==> src/rtl/board_pkg.sv <==
// Shared constants, types and address helpers for the board tile store.
package board_pkg;
  localparam int BOARD_DIM = 16;
  localparam int TILE_W    = 8;
  localparam int ADR_W     = 10;
  localparam int DEPTH     = BOARD_DIM * BOARD_DIM;
  localparam int IDX_W     = $clog2(DEPTH);
  localparam int CRD_W     = ADR_W / 2;

  typedef logic [TILE_W-1:0] tile_t;
  typedef logic [IDX_W-1:0]  idx_t;
  typedef logic [CRD_W-1:0]  crd_t;

  localparam tile_t CLEAR_VAL = 8'h00;

  typedef enum logic [2:0] {IDLE, RD_WAIT, ACK, ERR, CLEAR} brd_state_t;

  // Bus request as seen by the responder, address split into row/col.
  typedef struct packed {
    logic  we;
    crd_t  row;
    crd_t  col;
    tile_t dat;
  } bus_req_t;

  function automatic logic in_range(crd_t row, crd_t col);
    return (int'(row) < BOARD_DIM) && (int'(col) < BOARD_DIM);
  endfunction

  // Only meaningful once in_range() holds; wraps silently otherwise.
  function automatic idx_t lin_idx(crd_t row, crd_t col);
    return idx_t'(row) * idx_t'(BOARD_DIM) + idx_t'(col);
  endfunction
endpackage

==> src/rtl/board_ram.sv <==
// Single-port synchronous tile RAM, read-first, registered read port.
module board_ram
  import board_pkg::*;
(
  input  logic               clk,
  input  logic               we,
  input  logic [IDX_W-1:0]   addr,
  input  logic [TILE_W-1:0]  wdata,
  output logic [TILE_W-1:0]  rdata
);
  tile_t mem [DEPTH];

  // Read returns the pre-write contents when reading and writing one address.
  always_ff @(posedge clk) begin
    if (we) mem[addr] <= wdata;
    rdata <= mem[addr];
  end
endmodule

==> src/rtl/board_wb_responder.sv <==
// Wishbone classic responder for the board tile store with a clear sweep.
module board_wb_responder
  import board_pkg::*;
(
  input  logic               clk,
  input  logic               rst_n,
  input  logic               wb_cyc_i,
  input  logic               wb_stb_i,
  input  logic               wb_we_i,
  input  logic [ADR_W-1:0]   wb_adr_i,
  input  logic [TILE_W-1:0]  wb_dat_i,
  output logic [TILE_W-1:0]  wb_dat_o,
  output logic               wb_ack_o,
  output logic               wb_err_o,
  input  logic               clear_req,
  output logic               clear_busy,
  output logic               clear_done
);
  brd_state_t state, state_n;
  bus_req_t   req;
  logic       req_vld, pend, done_q, done_set;
  idx_t       cnt;
  logic       ram_we;
  idx_t       ram_addr;
  tile_t      ram_wdata, ram_rdata;

  assign req     = '{we: wb_we_i, row: wb_adr_i[ADR_W-1:CRD_W],
                     col: wb_adr_i[CRD_W-1:0], dat: wb_dat_i};
  assign req_vld = wb_cyc_i & wb_stb_i;

  board_ram u_ram (
    .clk   (clk),
    .we    (ram_we),
    .addr  (ram_addr),
    .wdata (ram_wdata),
    .rdata (ram_rdata)
  );

  // Next state plus RAM port mux: the sweep owns the RAM while in CLEAR.
  always_comb begin
    state_n   = state;
    ram_we    = 1'b0;
    ram_addr  = lin_idx(req.row, req.col);
    ram_wdata = req.dat;
    done_set  = 1'b0;
    case (state)
      IDLE: begin
        if (clear_req || pend) begin
          state_n = CLEAR;
        end else if (req_vld) begin
          if (!in_range(req.row, req.col)) begin
            state_n = ERR;
          end else if (req.we) begin
            ram_we  = 1'b1;
            state_n = ACK;
          end else begin
            state_n = RD_WAIT;
          end
        end
      end
      RD_WAIT: state_n = wb_cyc_i ? ACK : IDLE;
      ACK:     state_n = IDLE;
      ERR:     state_n = IDLE;
      CLEAR: begin
        ram_we    = 1'b1;
        ram_addr  = cnt;
        ram_wdata = CLEAR_VAL;
        if (cnt == idx_t'(DEPTH - 1)) begin
          state_n  = IDLE;
          done_set = 1'b1;
        end
      end
      default: state_n = IDLE;
    endcase
  end

  // State, pending clear, sweep counter, done pulse and read data register.
  always_ff @(posedge clk or negedge rst_n) begin
    if (!rst_n) begin
      state    <= IDLE;
      pend     <= 1'b0;
      cnt      <= '0;
      done_q   <= 1'b0;
      wb_dat_o <= '0;
    end else begin
      state  <= state_n;
      done_q <= done_set;
      cnt    <= (state == CLEAR) ? cnt + 1'b1 : '0;
      // IDLE always consumes the flag by launching the sweep.
      if (state == IDLE)                         pend <= 1'b0;
      else if (clear_req && state != CLEAR)      pend <= 1'b1;
      if (state == RD_WAIT && wb_cyc_i)          wb_dat_o <= ram_rdata;
    end
  end

  assign wb_ack_o   = (state == ACK);
  assign wb_err_o   = (state == ERR);
  assign clear_busy = (state == CLEAR);
  assign clear_done = done_q;
endmodule

==> config.mk <==
export PLATFORM = sky130hd
export DESIGN_NAME = board_wb_responder
export DESIGN_NICKNAME = d
export VERILOG_FILES = /design/src/rtl/board_pkg.sv /design/src/rtl/board_ram.sv /design/src/rtl/board_wb_responder.sv
export SDC_FILE = /design/constraint.sdc
export NUM_CORES = 2
export LEC_CHECK = 0
export ABC_AREA = 1
export CORE_ASPECT_RATIO = 1.4
export CORE_MARGIN = 2
export CORE_UTILIZATION = 60
export DETAILED_ROUTE_END_ITERATION = 10
export PLACE_DENSITY = 0.75
export SYNTH_ARGS = -nofsm -noshare
export SYNTH_HDL_FRONTEND = slang
export SYNTH_SLANG_ARGS = --single-unit
==> constraint.sdc <==
create_clock -name clk -period 15.4 [get_ports clk]
set_clock_uncertainty 0.2 [all_clocks]
set_input_delay 1.54 -clock clk [delete_from_list [all_inputs] [get_ports clk]]
set_output_delay 1.54 -clock clk [all_outputs]
set_load 0.05 [all_outputs]
==> run metrics <==
result of the run=finished clean; number of buffers added on ports=35; number of antenna violations at the first check in global routing=9; final setup vio count=0; TritonCTS clock tree=yes; compound-gate portion of the synthesized area=0.00866; kind of end point of the critical path=register; startpoint type of the worst setup path=primary input; number of gates resized after CTS=0; die width=328 um; number of design-rule violations left by the first detailed-router iteration=8050; post-synthesis cell type with the largest combined area=edfxtp_1; cell area after placement=89700 um2; final critical-path share of the clock period=0.470; largest family of logic cells by synthesized area=simple AND/OR/NAND/NOR gates; Final HPWL DP=130000 um; per-instance average area after synthesis=10.2 um2; setup total negative slack=0 ns; number of flops mapped to enable cells by yosys=2048; most instantiated flip-flop cell in the synthesis netlist=edfxtp_1; slowest stage cell on the critical path=buf_4; Power, Total=10.7 mW; area enclosed by the die boundary=150000 um2; clock latency on the worst-skew pair=0.82 ns; cell family with the largest share of critical-path delay=simple AND/OR/NAND/NOR gates; maximum number of buffers from clock root to sink=3; wire length of the first global-routing pass=355000 um; filler instances=10.9k; data required time of the critical path=15.97 ns; Worst Hold Margin=0.290 ns; RSZ-0062 raised after global routing=false; cell seen most often among critical-path stages=nand2_1; Synthesis Warnings=0; clock sink count=2077; category of the critical setup timing path=primary input to register; max-slew headroom at the worst pin=0.144; Pwr Density=112 nW/um2; layout cells sized above 1=0.0441; mean routed wirelength per cell=22.4 um; Post-synth ARST share=0.0101; number of iterations in the first detailed-routing pass=8; die outline height=458 um; area of the mapped netlist=88200 um2; critical path buffer and inverter count=5; most area-consuming cells after synthesis=edfxtp_1 (70%), nand2_1 (21%), nand3_1 (2.9%); H-tree depth reported by CTS=4; Root Buffer=clkbuf_16; core area=146000 um2; total setup buffers inserted after CTS=0; Crit path largest cell delay=0.83 ns; number of standard cells after synthesis=8672; total CTS buffers=181; DRC violation count after routing=0; worst IR drop on VDD=0.142 mV; number of rows in the core area=166; top-level port count=36; Synthesized Nets=8699; crit-path cells=clkdlybuf4s50_1, inv_1, nand2_8, nand2_8, inv_8, buf_4, buf_12, nand2_1, nand2_1, nand2_1, nand2_1, nand2_1, nand2_1, o21ai_0, nand2_1, nor2_1, nor2_1, nor2_1, nand2_1; via count of the first global-routing pass=59.9k; Seq/Total Area, Yosys=0.705; Final Hold Violating Endpoints=0; number of nets in the final layout=8493; Synth Area in XOR/XNOR=0.000199; Via-to-Cell Ratio=5.84; leakage power=37.9 nW; data arrival time of the critical path=7.81 ns; fraction of the mapped netlist area in simple logic gates=0.260; Synth top area share=0.697; Final ANT Viol Nets=0; type of the most critical hold path=register to register; crit path time final=7.24 ns; number of synthesized register bits=2077; number of distinct library cells after synthesis=32; worst-path fanout max=176; number of maximum-capacitance constraint violations=0; relative area change from synthesis to final layout=8.54%; routability-driven placement congestion ratio=0.920; total count of max-transition violations in the final report=0; initial standard-cell utilization of the core=0.604; number of hold buffers added after CTS=0; achievable clock frequency=0.138 GHz; transition at the pin with the smallest max-transition slack=1.28 ns; via count=61.6k; adder-cell area share of the yosys netlist=0.000426; global router's overall resource usage=0.314; maximum number of pins on one net before global-route repair=222; Post-Route WL=236000 um; residual overflow from global routing=0; Reg clk slew, reported paths=0.07 ns; finished layout cell area=95700 um2; mux contribution to synthesized area=0
## kinds of logic (layout without fill, tap and decap cells)
family / Yosys count / in the layout
simple gates: 5907 / 5907
xor+xnor: 2 / 2
flops: 2077 / 2077
buf+inv: 535 / 482
compound gates: 148 / 148
fa+ha+maj: 3 / 3
other cells: 0 / 1
## per-stage QoR
stage | worst slack, ns | util | instances
6_report | 8.16 | 0.655 | 10600
5_1_grt | 8.00 | 0.655 | 10600
4_1_cts | 8.49 | 0.655 | 10600
3_5_place_dp | 7.61 | 0.614 | 10200
3_3_place_gp | 7.66 | 0.614 | 10200
2_1_floorplan | 6.37 | - | 8672
## registers in the layout (all words and copies together), names as in the netlist
register / count
clear_done: 1
cnt: 8
pend: 1
state: 3
u_ram.mem: 2048
u_ram.rdata: 8
wb_dat_o: 8
## path summary, 6_finish.rpt
kind	end	cells after the start	slack (ns)	startpoint
setup / recovery	u_ram.rdata[4]	19	8.16	wb_adr_i[0]
hold / removal	wb_dat_o[1]	2	0.29	wb_dat_o[1]
setup reg to reg	u_ram.rdata[4]	19	8.32	state[1]
hold reg to reg	wb_dat_o[1]	2	0.29	wb_dat_o[1]
max in group asynchronous	wb_dat_o[5]	1	13.36	rst_n
min in group asynchronous	cnt[3]	1	1.05	rst_n
## synth_stat cells, types with 2 or more instances
| cell | n |
|---|---|
| o21ai_2 | 2 |
| o21ai_1 | 59 |
| nor3_1 | 7 |
| nor2_1 | 364 |
| buf_2 | 193 |
| a21oi_1 | 6 |
| buf_1 | 47 |
| inv_1 | 32 |
| edfxtp_1 | 2048 |
| nand3_1 | 514 |
| dfrtp_1 | 21 |
| nand2_2 | 2 |
| nor3_2 | 4 |
| and3_1 | 2 |
| buf_4 | 6 |
| nand2_1 | 5007 |
| ha_1 | 3 |
| nor2_2 | 3 |
| clkbuf_1 | 252 |
| dfxtp_1 | 8 |
| inv_2 | 4 |
| o21ai_0 | 78 |
## placed cells by master (no fill, tap or decap), types with 2 or more instances in the layout
| cell type | Yosys | routed |
|---|---|---|
| a21oi_1 | 6 | 6 |
| and3_1 | 2 | 2 |
| buf_12 | 0 | 12 |
| buf_4 | 6 | 63 |
| bufinv_16 | 0 | 20 |
| clkbuf_1 | 252 | 47 |
| clkbuf_16 | 0 | 188 |
| clkbuf_8 | 0 | 4 |
| clkdlybuf4s50_1 | 0 | 35 |
| clkinv_1 | 0 | 32 |
| clkinv_2 | 0 | 22 |
| clkinv_4 | 0 | 5 |
| clkinvlp_4 | 0 | 7 |
| dfrtp_1 | 21 | 21 |
| dfxtp_1 | 8 | 8 |
| edfxtp_1 | 2048 | 2048 |
| ha_1 | 3 | 3 |
| inv_1 | 32 | 32 |
| inv_16 | 0 | 2 |
| inv_2 | 4 | 2 |
| inv_6 | 0 | 8 |
| inv_8 | 0 | 2 |
| nand2_1 | 5007 | 4991 |
| nand2_2 | 2 | 17 |
| nand2_8 | 0 | 2 |
| nand3_1 | 514 | 513 |
| nor2_1 | 364 | 351 |
| nor2_2 | 3 | 2 |
| nor2_4 | 1 | 15 |
| nor3_1 | 7 | 7 |
| nor3_2 | 4 | 4 |
| o21ai_0 | 78 | 78 |
| o21ai_1 | 59 | 59 |
## cell type report
cell class / count / area (um2) / share of cell area
Sequential cell: 2077 / 62200 / 0.650
Multi-Input combinational cell: 6060 / 23900 / 0.250
Clock buffer: 239 / 4940 / 0.0516
Tap cell: 1932 / 2420 / 0.0253
Timing Repair Buffer: 110 / 1060 / 0.0111
Clock inverter: 97 / 1050 / 0.0110
Inverter: 36 / 150 / 0.00157
Antenna cell: 1 / 2.50 / 0.0000261
## per-layer routing
layer | wire (um) | GRT usage
met5 | 46 | 0
met1 | 84000 | 0.396
met4 | 15300 | 0.193
met3 | 23700 | 0.0576
met2 | 113000 | 0.506
## power by group
group,switching [mW],internal [mW]
clock,2.03,2.60
sequential,0.00000000000741,6.11
combinational,0.00401,0.00593
total,2.03,8.72
## worst min-delay path, cell delays in order (launching register included)
cell	delay, ns
dfrtp_1	0.35
nand2_1	0.05
nand2_1	0.05
No activity file was read; power rests on OpenSTA's default activity.
